`config.mk`:
```
export PLATFORM = sky130hd
export DESIGN_NAME = gpr_sequencer
export DESIGN_NICKNAME = d
export VERILOG_FILES = /design/src/rtl/gpr_sequencer.sv
export SDC_FILE = /design/constraint.sdc
export NUM_CORES = 1
export LEC_CHECK = 0
export CORE_ASPECT_RATIO = 1.25
export CORE_MARGIN = 2
export CORE_UTILIZATION = 30
export CTS_CLUSTER_DIAMETER = 120
export DETAILED_ROUTE_END_ITERATION = 10
export SYNTH_ARGS = -nofsm -noshare
export SYNTH_HDL_FRONTEND = slang
export SYNTH_SLANG_ARGS = --single-unit
```
`constraint.sdc`:
```
create_clock -name clk -period 2.35 [get_ports clk]
set_clock_uncertainty 0.2 [all_clocks]
set_input_delay 0.47 -clock clk [delete_from_list [all_inputs] [get_ports clk]]
set_output_delay 0.47 -clock clk [all_outputs]
set_load 0.05 [all_outputs]
```
`src/rtl/gpr_sequencer.sv`:
```
// Single-issue sequencer: GPR read, execute handshake with watchdog, optional
// GPR write-back (including multiplier-high byte), then a one-cycle done pulse.
module gpr_sequencer #(
    parameter int EXE_TIMEOUT = 15
) (
    input  logic       clk,
    input  logic       rst,
    input  logic       issueValid,
    output logic       issueReady,
    input  logic [2:0] issueA_num,
    input  logic [2:0] issueB_num,
    input  logic [2:0] issueC_num,
    input  logic       issueWriteBack,
    input  logic       issueMulOp,
    output logic       gprReadEn,
    output logic       gprWriteEn,
    output logic [2:0] gprA_num,
    output logic [2:0] gprB_num,
    output logic [2:0] gprC_num,
    output logic [7:0] gprC_in,
    output logic [7:0] gprMulHighIn,
    input  logic [7:0] gprA_data,
    input  logic [7:0] gprB_data,
    output logic       exeValid,
    output logic [7:0] exeA,
    output logic [7:0] exeB,
    input  logic       exeDone,
    input  logic [7:0] exeResult,
    input  logic [7:0] exeResultHigh,
    output logic       done,
    output logic       errTimeout,
    output logic       busy
);

    typedef enum logic [2:0] {IDLE, READ, EXEC, WRITE, RESP} state_t;

    localparam logic [7:0] WDOG_LAST = 8'(EXE_TIMEOUT - 1);

    state_t     state;
    state_t     nxt;
    logic [2:0] a_num;
    logic [2:0] b_num;
    logic [2:0] c_num;
    logic       wb_flag;
    logic       mul_flag;
    logic       timeout_flag;
    logic [7:0] wdog;
    logic [7:0] res_lo;
    logic [7:0] res_hi;
    logic       ready_q;
    logic       read_q;
    logic       exec_q;
    logic       write_q;
    logic       resp_q;
    logic       busy_q;
    logic       accept;

    assign accept = issueValid & issueReady;

    always_comb begin
        nxt = state;
        case (state)
            IDLE:    if (accept) nxt = READ;
            READ:    nxt = EXEC;
            EXEC: begin
                if (exeDone)                nxt = wb_flag ? WRITE : RESP;
                else if (wdog == WDOG_LAST) nxt = RESP;
            end
            WRITE:   nxt = RESP;
            RESP:    nxt = IDLE;
            default: nxt = IDLE;
        endcase
    end

    // Output strobes are registered from the next state so they line up with it.
    always_ff @(posedge clk) begin
        if (rst) begin
            state        <= IDLE;
            a_num        <= '0;
            b_num        <= '0;
            c_num        <= '0;
            wb_flag      <= 1'b0;
            mul_flag     <= 1'b0;
            wdog         <= '0;
            timeout_flag <= 1'b0;
            ready_q      <= 1'b1;
            read_q       <= 1'b0;
            exec_q       <= 1'b0;
            write_q      <= 1'b0;
            resp_q       <= 1'b0;
            busy_q       <= 1'b0;
        end else begin
            state   <= nxt;
            ready_q <= (nxt == IDLE);
            read_q  <= (nxt == READ);
            exec_q  <= (nxt == EXEC);
            write_q <= (nxt == WRITE);
            resp_q  <= (nxt == RESP);
            busy_q  <= (nxt != IDLE);
            if (state == IDLE && accept) begin
                a_num        <= issueA_num;
                b_num        <= issueB_num;
                c_num        <= issueC_num;
                wb_flag      <= issueWriteBack;
                mul_flag     <= issueMulOp;
                wdog         <= '0;
                timeout_flag <= 1'b0;
            end
            if (state == EXEC) begin
                wdog <= wdog + 8'd1;
                if (!exeDone && wdog == WDOG_LAST) timeout_flag <= 1'b1;
            end
        end
    end

    // Result bytes are pure data and need no reset.
    always_ff @(posedge clk) begin
        if (state == EXEC && exeDone) begin
            res_lo <= exeResult;
            res_hi <= exeResultHigh;
        end
    end

    // Every output is forced low while reset is asserted.
    assign issueReady   = ready_q & ~rst;
    assign gprReadEn    = read_q & ~rst;
    assign gprWriteEn   = write_q & ~rst;
    assign exeValid     = exec_q & ~rst;
    assign done         = resp_q & ~rst;
    assign busy         = busy_q & ~rst;
    assign errTimeout   = done & timeout_flag;
    assign gprA_num     = rst ? 3'd0 : a_num;
    assign gprB_num     = rst ? 3'd0 : b_num;
    assign gprC_num     = rst ? 3'd0 : c_num;
    assign exeA         = exeValid ? gprA_data : 8'h00;
    assign exeB         = exeValid ? gprB_data : 8'h00;
    assign gprC_in      = gprWriteEn ? res_lo : 8'h00;
    assign gprMulHighIn = (gprWriteEn && mul_flag) ? res_hi : 8'h00;

endmodule

```
==> results.tsv <==
metric	value	unit
number of port buffers	94	
post-synthesis mux area share	5.209	%
largest net degree at the start of global routing	18	
count leader, synth	dfxtp_1	
Rel. slew slack	73.06	%
root buffer cell	clkbuf_8	
layout cell share with drive strength beyond 1	33.22	%
Initial Util	31.35	%
total power	1.604	mW
fin crit share	91.41	%
full die area	7149	sq um
CTS HTree Levels	2	
worst slack, placed	-0.01491	ns
Synth top cells by count	29 x dfxtp_1, 25 x and2_1, 16 x edfxtp_1	
TritonCTS clock tree	done	
pins over their slew limit	0	
Longest Clk Path Bufs	2	
nets	337	
Clock Sinks	45	
delay of the slowest cell on the worst path	0.28	ns
P&R area growth vs syn	89.45	%
Row Count	32	
setup tns final	0	ns
status	completed	
fmax	465.5	MHz
drt total wl	5435	um
critical path fanouts, max	4	
Placed Area	3581	sq um
Synth top area share	29.84	%
Pleak	1.478	nW
vias in the first global route	1664	
Yosys warnings	0	
crit path time final	2.148	ns
WL/cell	14.53	um
Mapped Nets	224	
initial antenna violation count	0	
vias per inst	4.626	
vias after detailed routing	1730	
Unique masters post-synth	39	
area leader, netlist	dfxtp_1	
WHS	0.2575	ns
WHS Path Cells	2	
post-synthesis xor/xnor area fraction	0.9003	%
start of the worst register-to-register path	state[1]	
routability cong.	0.8570	
Post-synth top flop	dfxtp_1	
Core ar.	6206	sq um
mean post-synth cell area	11.12	sq um
die span in x	76.03	um
Final Hold Fails	0	
maximum VDD drop	0.0002990	V
Fillers	512	
crit-path leading delay family	buffers and inverters	
PwrDens	435.1	nW/um^2
first-pass GRT wire length	8521	um
Buf/Inv on CP	4	
Seq/Total Area, Yosys	54.53	%
Tot GR Track Use	15.26	%
worst min path class	reg2reg	
clk slew on worst S/H paths	0.07	ns
Post-Synth Simple-Gate Area	28.10	%
Ports	95	
worst setup slack after layout	0.2020	ns
max-cap violations	0	
Ant. Diodes	0	
total CTS buffers	5	
Async SR Flop Fraction	0	%
crit path kind	in2out	
final instance area	3686	sq um
Final ANT Viol Nets	0	
Gate Count Post-Synth	175	
Crit Reg-Reg Endpoint	res_hi[2]	
total gr overflow	0	
synth top area cells	dfxtp_1 30%, edfxtp_1 25%, and2_1 8.0%	
CP max-delay cell	dlygate4sd2_1	
number of flops mapped to enable cells by yosys	16	
Initial DRC Count	43	
die height	94.04	um
adder-cell share of the synthesized area	1.286	%
CP Launch Type	input pin	
clk_lat worst skew	0.29	ns
Seq cells post-synth	45	
CP cell instances	dlygate4sd2_1 -> nor2b_2 -> buf_4 -> buf_4 -> and2_1 -> buf_12	
CP dominant cell by count	buf_4	
Post-Syn Area	1946	sq um
R2R Setup Slk	0.47	ns
unrepaired setup endpoints after global routing	false	
largest family of logic cells by synthesized area	simple AND/OR/NAND/NOR gates	
WP data required	1.68	ns
crit path DAT	1.48	ns
Finished Layout Cells	374	
setup violators final	0	
DRC Markers	0	
DR pass1 iterations	4	
Min-Delay Endpoint	timeout_flag	
Least-Margin Pin Slew	0.4004	ns
Placed Cells	363	
Compound-Gate Fraction of Synth Area	7.331	%
hold path startpoint	timeout_flag	
Post-DP HPWL	4351	um
reg2reg path depth	3	
Core Util, Final	59.40	%
crit path capture type	output port	
-- cell type report --
class | instances | area, sq um | share of cell area (%)
repair buffers | 112 | 1578 | 42.80
clock buffers | 5 | 68.82 | 1.867
well taps | 85 | 106.4 | 2.885
multi-input cells | 119 | 840.8 | 22.81
inverters | 5 | 18.77 | 0.5092
flip-flops and latches | 45 | 1061 | 28.78
clock inverters | 3 | 12.51 | 0.3394
-- power by group --
part           switching, mW  internal [mW]
Combinational          0.133          0.179
Sequential            0.0129          0.833
Clock                  0.247          0.199
-- sequential cells by signal (all words and copies together) (netlist names), 3 cells and up --
name,cells
b_num,3
state,3
res_hi,8
wdog,8
c_num,3
res_lo,8
a_num,3
-- tightest hold or removal path, cell delays in order, from the launching register on --
cell	delay, ns
dfxtp_1	0.31
nand2_1	0.05
a21oi_1	0.05
-- layout by cell type (no fill, tap or decap), types with 2 or more instances in the layout --
cell | Yosys | routed
edfxtp_1 | 16 | 16
and3_2 | 2 | 2
inv_1 | 5 | 5
a31oi_1 | 2 | 2
a21oi_1 | 6 | 6
clkbuf_8 | 0 | 5
buf_4 | 0 | 15
a41oi_1 | 3 | 3
clkdlybuf4s50_1 | 0 | 45
nor2b_1 | 15 | 12
xor2_1 | 2 | 2
ha_1 | 2 | 2
nand4_1 | 3 | 3
buf_12 | 0 | 50
mux2_2 | 9 | 9
nor2_1 | 8 | 8
and2_1 | 25 | 25
o21ai_0 | 2 | 2
and3_1 | 10 | 10
dfxtp_1 | 29 | 29
clkinv_1 | 0 | 2
nand2_1 | 8 | 8
nor3_1 | 5 | 5
nor2b_2 | 0 | 3
-- worst max path at each step --
stage	startpoint	to	slack (ns)	cells past startpoint
final	rst	exeB[2]	0.20	6
after global routing	rst	exeB[2]	0.13	6
after CTS	rst	exeB[2]	0.18	6
after detailed placement	rst	exeA[1]	-0.01	5
after global placement	rst	c_num[1]	0.03	6
after floorplan	rst	errTimeout	-0.14	4
-- timing repair --
action,4_1_cts,5_1_grt
gates resized for setup,6,0
setup buffers,1,0
setup endpoints to repair,16,0
hold buffers,0,0
-- per-layer routing --
layer / GRT usage, % / vias to the layer above / share of wire [%]
met2: 27.38 / 77 / 50
met1: 17.28 / 813 / 42
met4: 3.182 / 0 / 0.63
li1: - / 836 / -
met5: 0 / - / 0
met3: 5.962 / 4 / 7.5
-- logic make-up (layout without fill, tap and decap cells) --
| family | count (synthesis) | count (layout) |
|---|---|---|
| adders and majority gates | 2 | 2 |
| and+or+nand+nor | 87 | 87 |
| xor gates and xnor gates | 2 | 2 |
| DFF | 45 | 45 |
| AOI/OAI and AO/OA | 19 | 19 |
| muxes | 9 | 9 |
| buffers and inverters | 11 | 125 |
(Power assumes the default switching activity.)
